### src/rtl/alu_issue_decoder.sv
// alu_issue_decoder: front end of the LEGv8 ALU datapath.
// This block accepts one 32-bit instruction per Instr_valid/Instr_ready handshake and
// decodes it on the accept edge, so every output comes straight from a flop.
// In the cycle after the accept, the block pulses Issue_valid together with
// ALU_control, ALUSrc, Sign_extend, the register addresses and the strobes.
// For CBZ/CBNZ, the Zero flag is sampled ZERO_LAT cycles after Issue_valid.
// The result is reported as a Branch_valid pulse with Branch_taken and Branch_offset.
//
// Parameters: DATA_W   - width of Sign_extend / Branch_offset
//             ZERO_LAT - Issue_valid to Zero-sample distance in cycles (1..4)
// Ports:      clk, rst_n (async active-low)
//             Instr_valid, Instr[31:0] / Instr_ready      - instruction handshake
//             Zero                                         - ALU zero flag
//             Issue_valid, ALU_control, ALUSrc, Sign_extend,
//             Rn_addr, Rm_addr, Rd_addr, Reg_write, Mem_read, Mem_write
//             Branch_valid, Branch_taken, Branch_offset
//             Illegal_instr - present only when ILLEGAL_TRAP_EN is defined
// Configuration macro: ILLEGAL_TRAP_EN
//   defined   : an unmatched opcode pulses Illegal_instr instead of issuing
//   undefined : an unmatched opcode issues as a NOP (ALU_control=0, no strobes)
module alu_issue_decoder #(
    parameter int DATA_W   = 32,
    parameter int ZERO_LAT = 1
) (
    input  logic              clk,
    input  logic              rst_n,
    input  logic              Instr_valid,
    input  logic [31:0]       Instr,
    output logic              Instr_ready,
    input  logic              Zero,
    output logic              Issue_valid,
    output logic [3:0]        ALU_control,
    output logic              ALUSrc,
    output logic [DATA_W-1:0] Sign_extend,
    output logic [4:0]        Rn_addr,
    output logic [4:0]        Rm_addr,
    output logic [4:0]        Rd_addr,
    output logic              Reg_write,
    output logic              Mem_read,
    output logic              Mem_write,
    output logic              Branch_valid,
    output logic              Branch_taken,
    output logic [DATA_W-1:0] Branch_offset
`ifdef ILLEGAL_TRAP_EN
    ,
    output logic              Illegal_instr
`endif
);

    typedef enum logic [1:0] {
        S_IDLE    = 2'd0,
        S_ISSUE   = 2'd1,
        S_WAIT    = 2'd2,
        S_RESOLVE = 2'd3
    } state_t;

    typedef struct packed {
        logic              legal;
        logic              is_cb;
        logic [3:0]        alu;
        logic              alusrc;
        logic [DATA_W-1:0] imm;
        logic [4:0]        rn;
        logic [4:0]        rm;
        logic [4:0]        rd;
        logic              rw;
        logic              mr;
        logic              mw;
    } dec_t;

    // Last WAIT count before RESOLVE; unused when ZERO_LAT is 1 (WAIT is skipped).
    localparam logic [1:0] WAIT_LAST = 2'((ZERO_LAT > 1) ? (ZERO_LAT - 2) : 0);

    // Wider opcode fields are tested first so that shorter ones never shadow them.
    function automatic dec_t decode(input logic [31:0] ins);
        dec_t d;
        d = '0;
        case (ins[31:21])
            11'b10001011000: begin d.legal = 1'b1; d.alu = 4'b0010; end
            11'b11001011000: begin d.legal = 1'b1; d.alu = 4'b1010; end
            11'b10001010000: begin d.legal = 1'b1; d.alu = 4'b0110; end
            11'b10101010000: begin d.legal = 1'b1; d.alu = 4'b0100; end
            11'b11001010000: begin d.legal = 1'b1; d.alu = 4'b1001; end
            default:         begin d.legal = 1'b0; end
        endcase
        if (d.legal) begin
            d.rm = ins[20:16];
            d.rn = ins[9:5];
            d.rd = ins[4:0];
            d.rw = 1'b1;
        end else if (ins[31:21] == 11'b11111000010) begin
            d.legal = 1'b1; d.alu = 4'b0010; d.alusrc = 1'b1;
            d.imm = {{(DATA_W-9){ins[20]}}, ins[20:12]};
            d.rn = ins[9:5]; d.rd = ins[4:0]; d.mr = 1'b1; d.rw = 1'b1;
        end else if (ins[31:21] == 11'b11111000000) begin
            d.legal = 1'b1; d.alu = 4'b0010; d.alusrc = 1'b1;
            d.imm = {{(DATA_W-9){ins[20]}}, ins[20:12]};
            d.rn = ins[9:5]; d.rm = ins[4:0]; d.mw = 1'b1;
        end else if ((ins[31:22] == 10'b1001000100) || (ins[31:22] == 10'b1101000100)) begin
            d.legal = 1'b1; d.alusrc = 1'b1;
            d.alu = ins[30] ? 4'b1010 : 4'b0010;
            d.imm = {{(DATA_W-12){1'b0}}, ins[21:10]};
            d.rn = ins[9:5]; d.rd = ins[4:0]; d.rw = 1'b1;
        end else if (ins[31:23] == 9'b110100101) begin
            d.legal = 1'b1; d.alu = 4'b1101; d.alusrc = 1'b1;
            d.imm = {{(DATA_W-16){1'b0}}, ins[20:5]};
            d.rd = ins[4:0]; d.rw = 1'b1;
        end else if (ins[31:25] == 7'b1011010) begin
            // CBZ (bit 24 = 0) / CBNZ (bit 24 = 1); the tested register sits in [4:0].
            d.legal = 1'b1; d.is_cb = 1'b1;
            d.alu = ins[24] ? 4'b0001 : 4'b0111;
            d.imm = {{(DATA_W-19){ins[23]}}, ins[23:5]};
            d.rn = ins[4:0];
        end else begin
            d = '0;
        end
        return d;
    endfunction

    state_t            state_q, state_d;
    logic [1:0]        cnt_q, cnt_d;
    logic              is_cb_q, is_cb_d;
    logic              instr_ready_q, instr_ready_d;
    logic              issue_valid_q, issue_valid_d;
    logic [3:0]        alu_q, alu_d;
    logic              alusrc_q, alusrc_d;
    logic [DATA_W-1:0] se_q, se_d;
    logic [4:0]        rn_q, rn_d, rm_q, rm_d, rd_q, rd_d;
    logic              reg_write_q, reg_write_d;
    logic              mem_read_q, mem_read_d;
    logic              mem_write_q, mem_write_d;
    logic              branch_valid_q, branch_valid_d;
    logic              branch_taken_q, branch_taken_d;
    logic [DATA_W-1:0] branch_offset_q, branch_offset_d;
    logic              illegal_q, illegal_d;
    logic              load_s, resolve_s;
    dec_t              dec_s;

    assign dec_s = decode(Instr);

    // Next-state and next-output logic for the accept/issue/wait/resolve sequence.
    always_comb begin
        state_d         = state_q;
        cnt_d           = cnt_q;
        is_cb_d         = is_cb_q;
        alu_d           = alu_q;
        alusrc_d        = alusrc_q;
        se_d            = se_q;
        rn_d            = rn_q;
        rm_d            = rm_q;
        rd_d            = rd_q;
        issue_valid_d   = 1'b0;
        reg_write_d     = 1'b0;
        mem_read_d      = 1'b0;
        mem_write_d     = 1'b0;
        branch_valid_d  = 1'b0;
        branch_taken_d  = branch_taken_q;
        branch_offset_d = branch_offset_q;
        illegal_d       = 1'b0;
        load_s          = 1'b0;
        resolve_s       = 1'b0;
        case (state_q)
            S_IDLE: begin
                if (Instr_valid) begin
                    state_d = S_ISSUE;
`ifdef ILLEGAL_TRAP_EN
                    if (dec_s.legal) begin
                        load_s = 1'b1;
                    end else begin
                        is_cb_d   = 1'b0;
                        illegal_d = 1'b1;
                    end
`else
                    load_s = 1'b1;
`endif
                end else begin
                    state_d = S_IDLE;
                end
            end
            S_ISSUE: begin
                if (is_cb_q) begin
                    if (ZERO_LAT == 1) begin
                        resolve_s = 1'b1;
                    end else begin
                        state_d = S_WAIT;
                        cnt_d   = 2'd0;
                    end
                end else begin
                    state_d = S_IDLE;
                end
            end
            S_WAIT: begin
                if (cnt_q == WAIT_LAST) begin
                    resolve_s = 1'b1;
                end else begin
                    cnt_d = cnt_q + 2'd1;
                end
            end
            S_RESOLVE: begin
                state_d = S_IDLE;
            end
            default: begin
                state_d = S_IDLE;
            end
        endcase
        // An unmatched opcode reaches here as an all-zero decode, i.e. a NOP issue.
        if (load_s) begin
            is_cb_d       = dec_s.is_cb;
            alu_d         = dec_s.alu;
            alusrc_d      = dec_s.alusrc;
            se_d          = dec_s.imm;
            rn_d          = dec_s.rn;
            rm_d          = dec_s.rm;
            rd_d          = dec_s.rd;
            reg_write_d   = dec_s.rw;
            mem_read_d    = dec_s.mr;
            mem_write_d   = dec_s.mw;
            issue_valid_d = 1'b1;
        end else begin
            issue_valid_d = 1'b0;
        end
        // Zero is captured on the edge that enters RESOLVE.
        if (resolve_s) begin
            state_d         = S_RESOLVE;
            branch_valid_d  = 1'b1;
            branch_taken_d  = Zero;
            branch_offset_d = {se_q[DATA_W-3:0], 2'b00};
        end else begin
            branch_valid_d = 1'b0;
        end
        instr_ready_d = (state_d == S_IDLE);
    end

    // State and registered outputs; reset forces IDLE with only Instr_ready high.
    always_ff @(posedge clk or negedge rst_n) begin
        if (!rst_n) begin
            state_q         <= S_IDLE;
            cnt_q           <= 2'd0;
            is_cb_q         <= 1'b0;
            instr_ready_q   <= 1'b1;
            issue_valid_q   <= 1'b0;
            alu_q           <= 4'd0;
            alusrc_q        <= 1'b0;
            se_q            <= '0;
            rn_q            <= 5'd0;
            rm_q            <= 5'd0;
            rd_q            <= 5'd0;
            reg_write_q     <= 1'b0;
            mem_read_q      <= 1'b0;
            mem_write_q     <= 1'b0;
            branch_valid_q  <= 1'b0;
            branch_taken_q  <= 1'b0;
            branch_offset_q <= '0;
            illegal_q       <= 1'b0;
        end else begin
            state_q         <= state_d;
            cnt_q           <= cnt_d;
            is_cb_q         <= is_cb_d;
            instr_ready_q   <= instr_ready_d;
            issue_valid_q   <= issue_valid_d;
            alu_q           <= alu_d;
            alusrc_q        <= alusrc_d;
            se_q            <= se_d;
            rn_q            <= rn_d;
            rm_q            <= rm_d;
            rd_q            <= rd_d;
            reg_write_q     <= reg_write_d;
            mem_read_q      <= mem_read_d;
            mem_write_q     <= mem_write_d;
            branch_valid_q  <= branch_valid_d;
            branch_taken_q  <= branch_taken_d;
            branch_offset_q <= branch_offset_d;
            illegal_q       <= illegal_d;
        end
    end

    assign Instr_ready   = instr_ready_q;
    assign Issue_valid   = issue_valid_q;
    assign ALU_control   = alu_q;
    assign ALUSrc        = alusrc_q;
    assign Sign_extend   = se_q;
    assign Rn_addr       = rn_q;
    assign Rm_addr       = rm_q;
    assign Rd_addr       = rd_q;
    assign Reg_write     = reg_write_q;
    assign Mem_read      = mem_read_q;
    assign Mem_write     = mem_write_q;
    assign Branch_valid  = branch_valid_q;
    assign Branch_taken  = branch_taken_q;
    assign Branch_offset = branch_offset_q;
`ifdef ILLEGAL_TRAP_EN
    assign Illegal_instr = illegal_q;
`endif

endmodule

### config.mk
export PLATFORM = sky130hd
export DESIGN_NAME = alu_issue_decoder
export DESIGN_NICKNAME = d
export VERILOG_FILES = /design/src/rtl/alu_issue_decoder.sv
export SDC_FILE = /design/constraint.sdc
export NUM_CORES = 1
export LEC_CHECK = 0
export ABC_AREA = 1
export ABC_CLOCK_PERIOD_IN_PS = 4700
export BUFFER_PORTS_ARGS = -buffer_cell sky130_fd_sc_hd__buf_2
export CAP_MARGIN = 15
export CELL_PAD_IN_SITES_DETAIL_PLACEMENT = 0
export CELL_PAD_IN_SITES_GLOBAL_PLACEMENT = 1
export CORE_AREA = 2 2 102 104
export CTS_CLUSTER_SIZE = 30
export DETAILED_ROUTE_END_ITERATION = 8
export DIE_AREA = 0 0 104 106
export GPL_TIMING_DRIVEN = 0
export PLACE_DENSITY_LB_ADDON = 0.1
export SLEW_MARGIN = 20
export SYNTH_ARGS = -nofsm -noshare
export SYNTH_HDL_FRONTEND = slang
export SYNTH_SLANG_ARGS = --single-unit
### constraint.sdc
create_clock -name clk -period 4.7 [get_ports clk]
set_input_delay 0.94 -clock clk [delete_from_list [all_inputs] [get_ports clk]]
set_output_delay 0.94 -clock clk [all_outputs]
set_load 0.01 [all_outputs]
# --- Yosys cells after proc, flatten, opt, wreduce, memory -nomap -nowiden ---
# Cells that the tools add are included.
classes:
  add_sub_neg: 1
  eq_ne: 14
  n_mux: 52
  n_bitwise: 1
  n_reduce_logical: 6
op_table:
  columns: ["cell", "n"]
  rows:
  - ["$mux 37", 7]
  - ["$mux 42", 2]
  - ["$eq 11x11->1 const B", 7]
  - ["$mux 13", 5]
  - ["$mux 47", 1]
  - ["$mux 38", 1]
  - ["$eq 10x10->1 const B", 2]
  - ["$pmux 4 s5", 1]
  - ["$mux 6", 3]
  - ["$mux 1", 17]
  - ["$mux 16", 1]
  - ["$mux 7", 2]
  - ["$mux 10", 1]
  - ["$mux 2", 5]
  - ["$mux 5", 2]
  - ["$eq 9x9->1 const B", 1]
  - ["$eq 7x7->1 const B", 1]
  - ["$logic_not 2->1", 3]
  - ["$pmux 2 s3", 1]
  - ["$reduce_or 5->1", 1]
  - ["$eq 2x2->1 const B", 2]
  - ["$mux 4", 1]
  - ["$mux 3", 1]
  - ["$add 2x1->2 const B", 1]
  - ["5 further kinds", 5]
word_totals:
  register_bits: 94
  output_inout_bits: 91

# --- Longest topological paths before layout ---
# Gate-level depths: netlist of the first run.
logic_depth:
  word_depth: 13
  depth_mapped: 11
  mapped_depth_nobuf: 11

# --- Least setup slack after synthesis of the first run ---
# No wires, ideal clock.
synth_timing:
  path_type: "input port to flip-flop"
  startpoint: "input port Instr[23]"
  endpoint: "register se_q[1], in the netlist Sign_extend[1]"
  arrival_ps: 1882
  t_required_ps: 4570
  path_slack_ps: 2688
  stages: 9
  path_buffers: 1
  cell_sequence: "inv_1 nand2_1 nor2_2 nand3_1 nand3_4 nor2_4 buf_6 nand3_1 o21ai_1"
synth_between:
  elab_chain_len: 6
synth_rtl:
  columns: ["element", "line", "text"]
  rows:
  - ["from (decl)", "28", "input logic [31:0] Instr,"]
  - ["$eq 9x9->1 or $eq 10x10->1 (tied branches)", "104, 99", null]
  - ["$mux 37 or $logic_or 1x1->1 (tied branches)", "104, 99", null]
  - ["$mux 42", "99", "end else if ((ins[31:22] == 10'b1001000100) || (ins[31:22] == 10'b1101000100)) begin"]
  - ["$mux 47", "95", "end else if (ins[31:21] == 11'b11111000000) begin"]
  - ["$mux 42", "91", "end else if (ins[31:21] == 11'b11111000010) begin"]
  - ["$mux 38 *", "86", "if (d.legal) begin"]
  - ["to (signal assigned)", "244", "se_q <= '0;"]
  - ["to (signal assigned)", "263", "se_q <= se_d;"]
  - ["to (decl)", "127", "logic [DATA_W-1:0] se_q, se_d;"]
# Every way passes the cells marked *; elsewhere a longest branch is shown, timed or not.
# A chain may end at the register's enable or synchronous reset.

==> results of run 1 <==
-- how the worst max path moves through the flow --
stage	depth (start not counted)	startpoint	slack, ns	end
after global placement	10	Instr[23]	2.25	Sign_extend[5]
after detailed placement	10	Instr[23]	2.26	Sign_extend[5]
after floorplan	9	Instr[23]	2.69	Sign_extend[1]
after global routing	2	Sign_extend[30]	2.41	Sign_extend[21]
after CTS	2	Sign_extend[30]	2.46	Sign_extend[27]
final	2	Sign_extend[30]	2.49	Sign_extend[27]
-- through the flow --
stage	power [W]	setup WS, ns	util	instances	hold slack, ns
after floorplan	0.000712	2.69	-	486	0.450
after global placement	0.000786	2.25	0.456	746	0.457
after detailed placement	0.000788	2.26	0.458	747	0.460
after CTS	0.00129	2.46	0.478	763	0.481
after global routing	0.00134	2.41	0.478	763	0.502
final	0.00128	2.49	0.478	763	0.480
-- power groups by stage --
stage	logic (W)	clock network [W]	registers, W
2_1_floorplan	0.0000638	0	0.000648
3_3_place_gp	0.000146	0	0.000640
3_5_place_dp	0.000148	0	0.000640
4_1_cts	0.000149	0.000510	0.000629
5_1_grt	0.000164	0.000541	0.000631
6_report	0.000146	0.000502	0.000629
-- critical path, stage by stage (launching register included) --
cell     delay (ns)
dfrtp_1        0.62
buf_4          0.18
buf_2          0.12
-- sequential cells by signal, summed over array words and instances (netlist names), 2 cells and up --
| name | count |
|---|---|
| Branch_offset | 19 |
| state_q | 2 |
| cnt_q | 2 |
| ALU_control | 4 |
| Rm_addr | 5 |
| Rn_addr | 5 |
| Sign_extend | 19 |
| Rd_addr | 5 |
-- layout make-up --
type,count,share of cell area
clock inverters,5,0.0123
flip-flops and latches,70,0.367
repair buffers,125,0.135
plain buffers,39,0.0542
well taps,136,0.0356
clock buffers,11,0.0296
multi-input cells,320,0.322
inverters,57,0.0448
-- cell families (layout without fill, tap and decap cells) --
logic type	Yosys count	after routing	synth area share
adders and majority gates	5	5	0.0166
AOI/OAI and AO/OA	52	52	0.0772
DFF	70	70	0.466
other	1	2	0.000997
and+or+nand+nor	260	260	0.311
buffers and inverters	96	237	0.126
xor gates and xnor gates	1	1	0.00233
-- synth_stat cells, drive strengths merged (5+ instances only) --
| master | n |
|---|---|
| nand2 | 160 |
| clkbuf | 8 |
| dfrtp | 69 |
| inv | 57 |
| ha | 5 |
| nand3 | 36 |
| a21oi | 15 |
| buf | 31 |
| nor2 | 49 |
| nor3 | 6 |
| o211ai | 7 |
| nand4 | 6 |
| o21ai | 29 |
-- per-layer routing --
layer	track usage	up-vias	share of wire
met5	0	-	0
met4	0.0618	0	0.011
met3	0.0399	9	0.048
met2	0.328	100	0.47
met1	0.268	1612	0.47
li1	-	1769	-
==> results.txt, run 1 <==
Drt wl/cell -> 13.8 µm
Critical path class -> flip-flop to output pin
N_diodes -> 0
Total track usage -> 0.200
Most frequent cells in the layout -> 152 x nand2_1, 123 x buf_2, 69 x dfrtp_1
Largest net degree at the start of global routing -> 41
Gr ovfl total -> 0
Placed inst area -> 4580 µm²
Hold Crit Class -> flip-flop to flip-flop
CTS HTree Levels -> 3
Root Buffer -> clkbuf_8
Clk_skew -> 0.0125 ns
Share of total power in the clock network -> 0.393
Register area -> 1750 µm²
Finished Cell Area -> 4780 µm²
Synth top area share -> 0.459
Gate power share -> 0.114
Hold-fix buffers, CTS -> 0
Reg clk slew, reported paths -> 0.08 ns
Hold depth -> 2
Final Hold Fails -> 0
Die ar. -> 11,000 µm²
Filler Cells Inserted -> 1,067
TritonCTS clock tree -> built
CP required -> 3.76 ns
RSZ-0062 raised after global routing -> false
FF-to-FF path depth -> 7
Sw frac -> 0.273
Max Cap Violations -> 0
Register area share after synthesis -> 0.466
Most common cell after layout, fill and taps aside -> nand2_1
Min-Delay Endpoint -> Branch_taken
F_max -> 0.453 GHz
First-pass GRT wire length -> 17,400 µm
Peak VDD IR -> 113 µV
Port Buf Inserts -> 124
WL final -> 10,500 µm
# rows -> 37
Post-CTS Setup Bufs -> 0
Power Density -> 267 nW/µm²
Rel. slew slack -> 0.631
Clk sink count -> 70
Ys Warns -> 0
R2R Path Start -> state_q[0]
DR vias/cell -> 4.57
Critical Path Fanout Max -> 16
Slew @ Worst Pin -> 0.554 ns
Flop2flop setup slack -> 2.67 ns
Core ar. -> 10000 µm²
Top-Level Pins -> 127
Static Leak -> 2.85 nW
Syn_area_per_cell -> 7.75 µm²
Via count -> 3,490
Internal -> 0.000928 W
Post-synth top area cell -> dfrtp_1
TritonCTS Buffers -> 9
Worst Min Path Start -> Branch_taken
Cts repair resizes -> 0
Worst R2R End -> Rd_addr[0]
Period utilization -> 0.469
Die W -> 104 µm
Setup tns final -> 0 ns
Die height -> 106 µm
CP Launch Type -> flip-flop
Layout cells sized above 1 -> 0.316
CTS max path bufs -> 2
Synth top area cells -> dfrtp_1 46%, nand2_1 15%, inv_1 5.3%, buf_4 5.2%, nand3_1 4.3%
Vias in the first global route -> 3,414
Antenna violations before repair -> 0
Dominant synthesized flop cell -> dfrtp_1
# DRC -> 0
Post-synth EDFFs -> 0
GPL Wtd Cong -> 0.831
Starting DRT DRC Count -> 144
Synth Instances -> 485
Asr flop ratio synth -> 1.00
Psw -> 0.000349 W
Footprint of the multi-input gates -> 1540 µm²
Hpwl dp -> 8100 µm
Synthesized cell area -> 3760 µm²
Reg power frac -> 0.492
Synth unique cells -> 33
Final net count -> 663
Crit path time final -> 2.21 ns
Area growth, synth to finish -> 27.0%
Drt pass-1 iters -> 4
Outcome -> finished clean
CP Capture Type -> output pin
Max-slew violations -> 0
FF+latch count, synth -> 70
Worst-skew pair later-pin latency -> 0.35 ns
Critical Path AT -> 1.27 ns
Starting Density -> 0.376
Final setup fails -> 0
Post-route ant nets -> 0
(Power assumes the default switching activity.)
==> run 2, diff against run 1 <==
--- a/config.mk
+++ b/config.mk
@@ -6,15 +6,15 @@
 export NUM_CORES = 1
 export LEC_CHECK = 0
 export ABC_AREA = 1
-export ABC_CLOCK_PERIOD_IN_PS = 4700
+export ABC_CLOCK_PERIOD_IN_PS = 1900
 export BUFFER_PORTS_ARGS = -buffer_cell sky130_fd_sc_hd__buf_2
 export CAP_MARGIN = 15
 export CELL_PAD_IN_SITES_DETAIL_PLACEMENT = 0
 export CELL_PAD_IN_SITES_GLOBAL_PLACEMENT = 1
-export CORE_AREA = 2 2 102 104
+export CORE_AREA = 2 2 112 114
 export CTS_CLUSTER_SIZE = 30
 export DETAILED_ROUTE_END_ITERATION = 8
-export DIE_AREA = 0 0 104 106
+export DIE_AREA = 0 0 114 116
 export GPL_TIMING_DRIVEN = 0
 export PLACE_DENSITY_LB_ADDON = 0.1
 export SLEW_MARGIN = 20
==> constraint.sdc (replaced) <==
create_clock -name clk -period 1.9 [get_ports clk]
set_input_delay 0.38 -clock clk [delete_from_list [all_inputs] [get_ports clk]]
set_output_delay 0.38 -clock clk [all_outputs]
set_load 0.01 [all_outputs]
==> run 2 against run 1 <==
Against the previous run: worst setup slack worse by 2.3 ns; non-clock buffer count unchanged; clock skew down 0.0074 ns; largest cell class unchanged; first-iteration DRC count up 48%; combinational power rose to 2.5 times the previous value; worst hold slack worse by 0.47 ns; critical path depth up 5.
==> results.txt, run 2 (synthesis gave the netlist of run 1 again) <==
Die height -> 116 µm
N_diodes -> 0
Critical Path AT -> 1.93 ns
Period utilization -> 0.885
Most common cell after layout, fill and taps aside -> nand2_1
Max-slew violations -> 0
Peak VDD IR -> 417 µV
Worst Setup SP -> state_q[0]
Layout cells sized above 1 -> 0.332
RSZ-0062 raised after global routing -> false
DP Worst Slack -> -0.134 ns
Reg clk slew, reported paths -> 0.06 ns
Clk sink count -> 70
Root Buffer -> clkbuf_16
Most Crowded Layer GR -> met2
Via count -> 3,447
Port Buf Inserts -> 124
Die W -> 114 µm
Footprint of the multi-input gates -> 1540 µm²
Gate power share -> 0.094
DR vias/cell -> 4.45
Hold Crit Class -> input pin to async pin
Final setup fails -> 0
Die ar. -> 13,200 µm²
# rows -> 40
Cts repair resizes -> 5
Static Leak -> 2.95 nW
CTS max path bufs -> 2
Outcome -> finished clean
Hold-fix buffers, CTS -> 0
Drt wl/cell -> 14.1 µm
Core ar. -> 11,900 µm²
Top-Level Pins -> 127
Psw -> 0.000937 W
Most frequent cells in the layout -> 152 x nand2_1, 124 x buf_2, 69 x dfrtp_1
Filler Cells Inserted -> 1,251
Reg power frac -> 0.397
Power Density -> 791 nW/µm²
Met2 Usage GRT -> 0.287
WL final -> 10,900 µm
TritonCTS clock tree -> built
# DRC -> 0
Global Route met3 Usage -> 0.0371
Vias in the first global route -> 3,358
Final Hold Fails -> 0
Antenna violations before repair -> 0
CP required -> 2.15 ns
CTS HTree Levels -> 3
Starting Density -> 0.316
Drt pass-1 iters -> 4
Crit path time final -> 1.68 ns
CP Launch Type -> flip-flop
Max Cap Violations -> 0
WHS -> 0.00672 ns
Final net count -> 663
Share of total power in the clock network -> 0.509
Post-CTS Setup Bufs -> 0
Starting DRT DRC Count -> 213
F_max -> 0.594 GHz
Worst-skew pair later-pin latency -> 0.33 ns
Critical path class -> flip-flop to flip-flop
TritonCTS Buffers -> 9
R2R Path Start -> state_q[0]
Critical Path Fanout Max -> 10
Worst setup margin -> 0.218 ns
M1 GR Usage -> 0.225
Register area -> 1750 µm²
Internal -> 0.00298 W
Post-route ant nets -> 0
Hpwl dp -> 8470 µm
Setup tns final -> 0 ns
Clk_skew -> 0.00508 ns
Total track usage -> 0.172
Gr ovfl total -> 0
CP Capture Type -> flip-flop
Area growth, synth to finish -> 31.8%
First-pass GRT wire length -> 17,500 µm
Largest net degree at the start of global routing -> 37
Sw frac -> 0.239
GPL Wtd Cong -> 0.871
run 2: cell types whose count changed in the layout (fill, tap and decap cells not counted), sizes merged:
cell / delta
bufinv: +2
inv: +2
clkinvlp: -1
buf: -1
clkinv: -2
run 2: through the flow:
step	utilization	std cells	area [µm²]	total power [W]
after floorplan	-	486	3760	0.00176
after global placement	0.384	757	4570	0.00195
after detailed placement	0.386	758	4590	0.00196
after CTS	0.416	774	4950	0.00398
after global routing	0.416	774	4960	0.00408
final	0.416	774	4960	0.00392
run 2: critical path, cell delays in order (launching register included):
cell,delay (ns)
dfrtp_1,0.39
inv_1,0.10
ha_1,0.15
nand2_1,0.14
inv_1,0.18
clkbuf_1,0.42
nor2_1,0.08
a21oi_1,0.14
run 2: layout make-up:
type                    instances  area share
clock inverters                 6      0.0232
repair buffers                125       0.130
well taps                     147      0.0371
inverters                      57      0.0432
flip-flops and latches         70       0.354
clock buffers                  10      0.0482
multi-input cells             320       0.310
plain buffers                  39      0.0545
run 2: per-layer routing:
metal,vias to the layer above,share of wire
met2,97,0.47
met4,0,0.014
met5,-,0
met1,1564,0.47
li1,1773,-
met3,13,0.053
run 2: path summary, 6_finish.rpt:
| path | slack (ns) | depth (start not counted) | endpoint |
|---|---|---|---|
| setup / recovery | 0.22 | 7 | Rn_addr[1] |
| hold / removal | 0.007 | 1 | Branch_offset[14] |
| setup reg to reg | 0.22 | 7 | Rn_addr[1] |
| hold reg to reg | 0.47 | 2 | Branch_offset[10] |
| max in group asynchronous | 1.34 | 2 | ALU_control[2] |
| min in group clk | 0.25 | 3 | Branch_taken |
run 2: power groups by stage:
stage          clock (W)  sequential [W]  combinational (W)
2_1_floorplan          0         0.00160           0.000158
3_3_place_gp           0         0.00158           0.000363
3_5_place_dp           0         0.00159           0.000372
4_1_cts          0.00204         0.00156           0.000376
5_1_grt          0.00210         0.00156           0.000414
6_report         0.00200         0.00156           0.000368
